--- config.mk ---
export PLATFORM = sky130hd
export DESIGN_NAME = fcmp_issue
export DESIGN_NICKNAME = d
export VERILOG_FILES = /design/src/rtl/fcmp_issue.sv
export SDC_FILE = /design/constraint.sdc
export NUM_CORES = 1
export LEC_CHECK = 0
export ABC_AREA = 1
export ABC_CLOCK_PERIOD_IN_PS = 2900
export BUFFER_PORTS_ARGS = -buffer_cell sky130_fd_sc_hd__buf_2
export CORE_MARGIN = 5
export CORE_UTILIZATION = 51
export CTS_CLUSTER_DIAMETER = 100
export DETAILED_ROUTE_END_ITERATION = 12
export GPL_TIMING_DRIVEN = 0
export PLACE_DENSITY_LB_ADDON = 0.25
export SYNTH_ARGS = -nofsm -noshare
export SYNTH_HDL_FRONTEND = slang
export SYNTH_SLANG_ARGS = --single-unit
export TNS_END_PERCENT = 100
--- constraint.sdc ---
create_clock -name sys_clk -period 2.9 [get_ports sys_clk]
set_input_delay 0.58 -clock sys_clk [delete_from_list [all_inputs] [get_ports sys_clk]]
set_output_delay 0.58 -clock sys_clk [all_outputs]
set_load 0.01 [all_outputs]
--- src/rtl/fcmp_issue.sv ---
`default_nettype none
// ============================================================================
// Module      : fcmp_issue
// Description : Issue sequencer for the FPU compare pipe. Maps feq/flt/fle onto
//               a single x1<=x2 pipe and queues 0/1 results with their tags.
// Revision    : 1.0 - initial release
// ============================================================================
module fcmp_issue #(
    parameter int DEPTH = 4,
    parameter int TAG_W = 5
) (
    input  logic             sys_clk,
    input  logic             rst,
    input  logic             in_valid,
    output logic             in_ready,
    input  logic [1:0]       in_op,
    input  logic [TAG_W-1:0] in_tag,
    input  logic [31:0]      in_x1,
    input  logic [31:0]      in_x2,
    output logic             cmp_valid,
    output logic [31:0]      cmp_x1,
    output logic [31:0]      cmp_x2,
    input  logic [31:0]      cmp_y,
    input  logic             cmp_out_valid,
    output logic             out_valid,
    input  logic             out_ready,
    output logic [TAG_W-1:0] out_tag,
    output logic [31:0]      out_result,
    output logic             err_unexp,
    output logic             err_illegal
);

    localparam int c_ADDR_W = $clog2(DEPTH);
    localparam int c_CNT_W  = c_ADDR_W + 1;

    localparam logic [0:0] c_ST_IDLE  = 1'b0;
    localparam logic [0:0] c_ST_PASS2 = 1'b1;

    localparam logic [1:0] c_OP_FEQ = 2'b00;
    localparam logic [1:0] c_OP_FLT = 2'b01;
    localparam logic [1:0] c_OP_FLE = 2'b10;
    localparam logic [1:0] c_OP_ILL = 2'b11;

    logic [0:0]         r_state;
    logic [0:0]         w_state_nxt;
    logic               w_accept;
    logic               w_issue;
    logic [31:0]        w_issue_x1;
    logic [31:0]        w_issue_x2;
    logic               r_cmp_valid;
    logic [31:0]        r_cmp_x1;
    logic [31:0]        r_cmp_x2;

    logic               r_pend_valid;
    logic [1:0]         r_pend_op;
    logic [TAG_W-1:0]   r_pend_tag;
    logic               r_pend_first;
    logic               r_partial;
    logic               r_rst_d;
    logic               r_err_unexp;
    logic               r_err_illegal;

    logic               w_ret;
    logic               w_ret_ok;
    logic               w_ret_unexp;
    logic               w_push;
    logic               w_res;
    logic               w_pop;

    logic [TAG_W:0]     r_mem [DEPTH];
    logic [c_ADDR_W-1:0] r_wr_ptr;
    logic [c_ADDR_W-1:0] r_rd_ptr;
    logic [c_CNT_W-1:0]  r_count;
    logic [c_CNT_W-1:0]  w_credit_used;
    logic               w_unused;

    assign w_unused = ^cmp_y[31:1];

    // One pending record at a time: the next request waits until the previous result lands.
    assign w_credit_used = r_count + c_CNT_W'(r_pend_valid);
    assign in_ready = !rst && (r_state == c_ST_IDLE) && !r_pend_valid
                      && (w_credit_used < c_CNT_W'(DEPTH));
    assign w_accept = in_valid && in_ready;

    always_ff @(posedge sys_clk) begin
        if (rst) begin
            r_state <= c_ST_IDLE;
        end else begin
            r_state <= w_state_nxt;
        end
    end

    always_comb begin
        w_state_nxt = r_state;
        case (r_state)
            c_ST_IDLE:  if (w_accept && in_op == c_OP_FEQ) w_state_nxt = c_ST_PASS2;
            c_ST_PASS2: w_state_nxt = c_ST_IDLE;
            default:    w_state_nxt = c_ST_IDLE;
        endcase
    end

    // Second feq pass reuses the first-pass operands, swapped.
    always_comb begin
        w_issue    = 1'b0;
        w_issue_x1 = r_cmp_x1;
        w_issue_x2 = r_cmp_x2;
        case (r_state)
            c_ST_IDLE: begin
                if (w_accept) begin
                    case (in_op)
                        c_OP_FLE, c_OP_FEQ: begin
                            w_issue    = 1'b1;
                            w_issue_x1 = in_x1;
                            w_issue_x2 = in_x2;
                        end
                        c_OP_FLT: begin
                            w_issue    = 1'b1;
                            w_issue_x1 = in_x2;
                            w_issue_x2 = in_x1;
                        end
                        default: w_issue = 1'b0;
                    endcase
                end
            end
            c_ST_PASS2: begin
                w_issue    = 1'b1;
                w_issue_x1 = r_cmp_x2;
                w_issue_x2 = r_cmp_x1;
            end
            default: w_issue = 1'b0;
        endcase
    end

    always_ff @(posedge sys_clk) begin
        if (rst) begin
            r_cmp_valid <= 1'b0;
            r_cmp_x1    <= '0;
            r_cmp_x2    <= '0;
        end else begin
            r_cmp_valid <= w_issue;
            r_cmp_x1    <= w_issue_x1;
            r_cmp_x2    <= w_issue_x2;
        end
    end

    assign cmp_valid = r_cmp_valid;
    assign cmp_x1    = r_cmp_x1;
    assign cmp_x2    = r_cmp_x2;

    // Returns sampled in the first cycle out of reset belong to pre-reset issues.
    assign w_ret       = cmp_out_valid && !r_rst_d;
    assign w_ret_ok    = w_ret && r_pend_valid && (r_pend_op != c_OP_ILL);
    assign w_ret_unexp = w_ret && !(r_pend_valid && (r_pend_op != c_OP_ILL));

    always_comb begin
        w_push = 1'b0;
        w_res  = 1'b0;
        if (r_pend_valid && r_pend_op == c_OP_ILL) begin
            w_push = 1'b1;
        end else if (w_ret_ok) begin
            case (r_pend_op)
                c_OP_FLE: begin
                    w_push = 1'b1;
                    w_res  = cmp_y[0];
                end
                c_OP_FLT: begin
                    w_push = 1'b1;
                    w_res  = ~cmp_y[0];
                end
                c_OP_FEQ: begin
                    w_push = !r_pend_first;
                    w_res  = r_partial & cmp_y[0];
                end
                default: w_push = 1'b0;
            endcase
        end
    end

    always_ff @(posedge sys_clk) begin
        r_rst_d <= rst;
        if (rst) begin
            r_pend_valid  <= 1'b0;
            r_pend_op     <= c_OP_FEQ;
            r_pend_tag    <= '0;
            r_pend_first  <= 1'b0;
            r_partial     <= 1'b0;
            r_err_unexp   <= 1'b0;
            r_err_illegal <= 1'b0;
        end else begin
            if (w_accept) begin
                r_pend_valid <= 1'b1;
                r_pend_op    <= in_op;
                r_pend_tag   <= in_tag;
                r_pend_first <= (in_op == c_OP_FEQ);
            end else if (w_push) begin
                r_pend_valid <= 1'b0;
            end
            if (w_ret_ok && r_pend_op == c_OP_FEQ && r_pend_first) begin
                r_partial    <= cmp_y[0];
                r_pend_first <= 1'b0;
            end
            if (w_accept && in_op == c_OP_ILL) r_err_illegal <= 1'b1;
            if (w_ret_unexp) r_err_unexp <= 1'b1;
        end
    end

    assign err_unexp   = r_err_unexp;
    assign err_illegal = r_err_illegal;

    assign out_valid = (r_count != '0);
    assign w_pop     = out_valid && out_ready;

    always_ff @(posedge sys_clk) begin
        if (w_push) r_mem[r_wr_ptr] <= {r_pend_tag, w_res};
    end

    always_ff @(posedge sys_clk) begin
        if (rst) begin
            r_wr_ptr <= '0;
            r_rd_ptr <= '0;
            r_count  <= '0;
        end else begin
            if (w_push) r_wr_ptr <= r_wr_ptr + 1'b1;
            if (w_pop)  r_rd_ptr <= r_rd_ptr + 1'b1;
            case ({w_push, w_pop})
                2'b10:   r_count <= r_count + 1'b1;
                2'b01:   r_count <= r_count - 1'b1;
                default: r_count <= r_count;
            endcase
        end
    end

    assign out_tag    = out_valid ? r_mem[r_rd_ptr][TAG_W:1] : '0;
    assign out_result = {31'b0, out_valid & r_mem[r_rd_ptr][0]};

endmodule
`default_nettype wire

==> metrics.md <==
| Metric | Value |
|---|---|
| Port-buffer cells | `150` |
| Largest net degree at the start of global routing | `21` |
| Worst-path clk slew | `0.08 ns` |
| Fmax | `411 MHz` |
| Global-route wire length before repair | `31100 um` |
| Reg-to-Reg Start | `r_pend_op[0]$_SDFFE_PP0P_` |
| Multi-input logic area | `3080 um2` |
| # diodes | `0` |
| Critical path peak fanout | `7` |
| Leak pwr | `0.00403 uW` |
| WL/cell | `14.5 um` |
| CTS tree | `done` |
| Hold_buf cts | `0` |
| Ports | `214` |
| Avg Inst Size Synth | `6.52 um2` |
| CTS Sinks | `112` |
| Max-cap violations | `0` |
| Setup crit start kind | `flip-flop` |
| # fillers | `1210` |
| Initial antenna violation count | `0` |
| Worst Hold Path EP | `r_rst_d$_DFF_P_` |
| Share of cells above drive strength 1 | `20.5%` |
| Yosys warns | `0` |
| DR vias | `6771` |
| Period utilisation layout | `83.9%` |
| Worst-skew pair later-pin latency | `0.36 ns` |
| Nets | `1283` |
| Synth cell types | `28` |
| Number of core rows | `40` |
| CP Capture Type | `flip-flop` |
| Die Ht | `122 um` |
| Initial detailed-routing violation count | `525` |
| Post-Route WL | `19500 um` |
| R2r setup slk | `0.47 ns` |
| Num CTS Buffers | `9` |
| Number of global-route vias before repair | `6332` |
| Buffer count from post-CTS setup fixing | `0` |
| WHS Path Cells | `1` |
| Hold Vio Cnt, Final | `0` |
| Worst EP required | `3.19 ns` |
| DP Wirelength | `14300 um` |
| Crit Path Class | `reg2reg` |
| Maximum clock path buffer count | `2` |
| Layout area overhead | `21.9%` |
| Status | `completed` |
| Global placement routability congestion | `0.891` |
| ANT nets after route | `0` |
| CP startpoint | `r_pend_op[0]$_SDFFE_PP0P_` |
| DR pass1 iterations | `5` |
| R2R depth | `14` |
| Drc violations | `0` |
| Measured slew at the worst slew-check pin | `0.722 ns` |
| Post-Syn Area | `6350 um2` |
| Final TNS setup | `0 ns` |
| Worst hold slack | `0.329 ns` |
| Post_cts resized | `0` |
| Yosys reg bits | `112` |
| Core Area | `12100 um2` |
| Arr. time, crit path | `2.73 ns` |
| Initial Util | `52.4%` |
| Hold Path Origin | `rst` |
| Synth Instances | `974` |
| Clk root buf | `clkbuf_16` |
| Min Clock Period, post-route | `2.43 ns` |
| Die area | `14800 um2` |
| Reg2Reg Capture Point | `r_count[2]$_SDFFE_PP0P_` |
| Final setup violation count | `0` |
| Slew Limit Headroom | `51.9%` |
| P per Cell Area | `526 nW/um2` |
| Register area share after synthesis | `39.1%` |
| Total track usage | `26.4%` |
| Max H-tree Level | `3` |
| Die X | `122 um` |
| Vias per inst | `5.06` |
| Sequential cell area | `2480 um2` |
| Skew final | `0.00906 ns` |
| Final Max Tran Viols | `0` |
| Worst VDD drop | `362 uV` |
| Gr ovfl total | `0` |
| RSZ-0062 raised after global routing | `no` |
| Worst Hold Class | `in2reg` |
## worst max-delay path, stage by stage (launching register included)
cell and delay (ns):
dfxtp_1 0.36, inv_1 0.09, ha_1 0.28, o21bai_1 0.17, nand2_1 0.08, nand2_1 0.05
nand2_1 0.23, ha_1 0.20, inv_1 0.07, fa_1 0.39, a21oi_1 0.14, o21ai_0 0.11
nand2_1 0.07, nand2_1 0.04, nor2_1 0.09
## how the worst max path moves through the flow
stage / to / cells after the start
after CTS: r_count[2]$_SDFFE_PP0P_ / 14
after global placement: r_count[2]$_SDFFE_PP0P_ / 14
final: r_count[2]$_SDFFE_PP0P_ / 14
after global routing: r_count[2]$_SDFFE_PP0P_ / 14
after detailed placement: r_count[2]$_SDFFE_PP0P_ / 14
after floorplan: r_count[2]$_SDFFE_PP0P_ / 13
## sequential cells by signal, indices dropped and copies added, names as in the netlist, 2 cells and up, named ones only
signal,count
cmp_x1,32
cmp_x2,32
r_mem,24
r_pend_tag,5
r_count,3
r_pend_op,2
r_rd_ptr,2
r_wr_ptr,2
## metrics by stage
step / power [uW] / instances / instance area (um2) / util, % / setup WS (ns)
finish: 4070 / 1338 / 7740 / 63.9 / 0.467
global route: 4300 / 1338 / 7740 / 63.9 / 0.140
CTS: 4080 / 1338 / 7740 / 63.9 / 0.468
detailed placement: 2780 / 1322 / 7430 / 61.3 / 0.500
global placement: 2760 / 1322 / 7430 / 61.3 / 0.565
floorplan: 2440 / 1004 / 6460 / - / 0.747
## cell families (layout without fill, tap and decap cells)
family	Yosys count	in the layout	synth area share, %
buffers and inverters	191	357	14.2
DFF	112	112	39.1
adders and majority gates	10	10	2.09
and+or+nand+nor	550	550	35.8
AOI/OAI and AO/OA	110	110	8.75
other	1	31	0.0590
## layout by cell type, fill, tap and decap left out, types with 31 or more instances in the layout
cell type / instances
dfxtp_1: 88
buf_2: 174
a21oi_1: 61
conb_1: 31
inv_1: 97
nand2_1: 246
o21ai_0: 45
buf_4: 41
nor2_1: 164
nand3_1: 131
## cells in the mapped netlist
master    count  share of area, %
a211oi_1      1              0.12
edfxtp_1     24                11
inv_4         1             0.099
nand2_2       2              0.20
a21oi_1      61               4.8
nand4_1       1             0.099
nor2_1      164               9.7
inv_2         2              0.12
inv_1        97               5.7
ha_1          9               1.8
nor2_2        1             0.099
fa_1          1              0.32
buf_1         1             0.059
buf_2        24               1.9
nand3_1     131                10
nand2_4       1              0.18
nor3_1        1             0.079
o21ai_1       2              0.16
buf_4        41               4.8
o21bai_1      1              0.12
conb_1        1             0.059
nand2_1     246                15
nor2_4        1              0.18
nand4_4       1              0.33
dfxtp_1      88                28
nor4_1        1             0.099
o21ai_0      45               3.5
clkbuf_1     25               1.5
## power breakdown
group          switching (uW)  internal, uW  total [uW]
logic                     599           367         966
clock network             627           689        1320
registers                91.9          1700        1790
## area by class of cell
cell class                 count  share of cell area, %
buffer                        91                   6.79
clock buffer                   9                   2.91
clock inverter                 7                   1.16
inverter                     100                   4.88
multi-input combinational    701                   39.8
sequential                   112                   32.1
tap                          168                   2.72
timing repair buffer         150                   9.70
## routing by layer
metal	wire length [um]	part of all wire (%)	global-route usage (%)	up-vias
met1	8020	41	34.4	3021
li1	-	-	-	3377
met2	9260	48	44.7	337
met5	0	0	0	-
met4	453	2.3	8.89	0
met3	1730	8.9	4.36	36
Note: power is estimated with default switching activity, not from simulation.
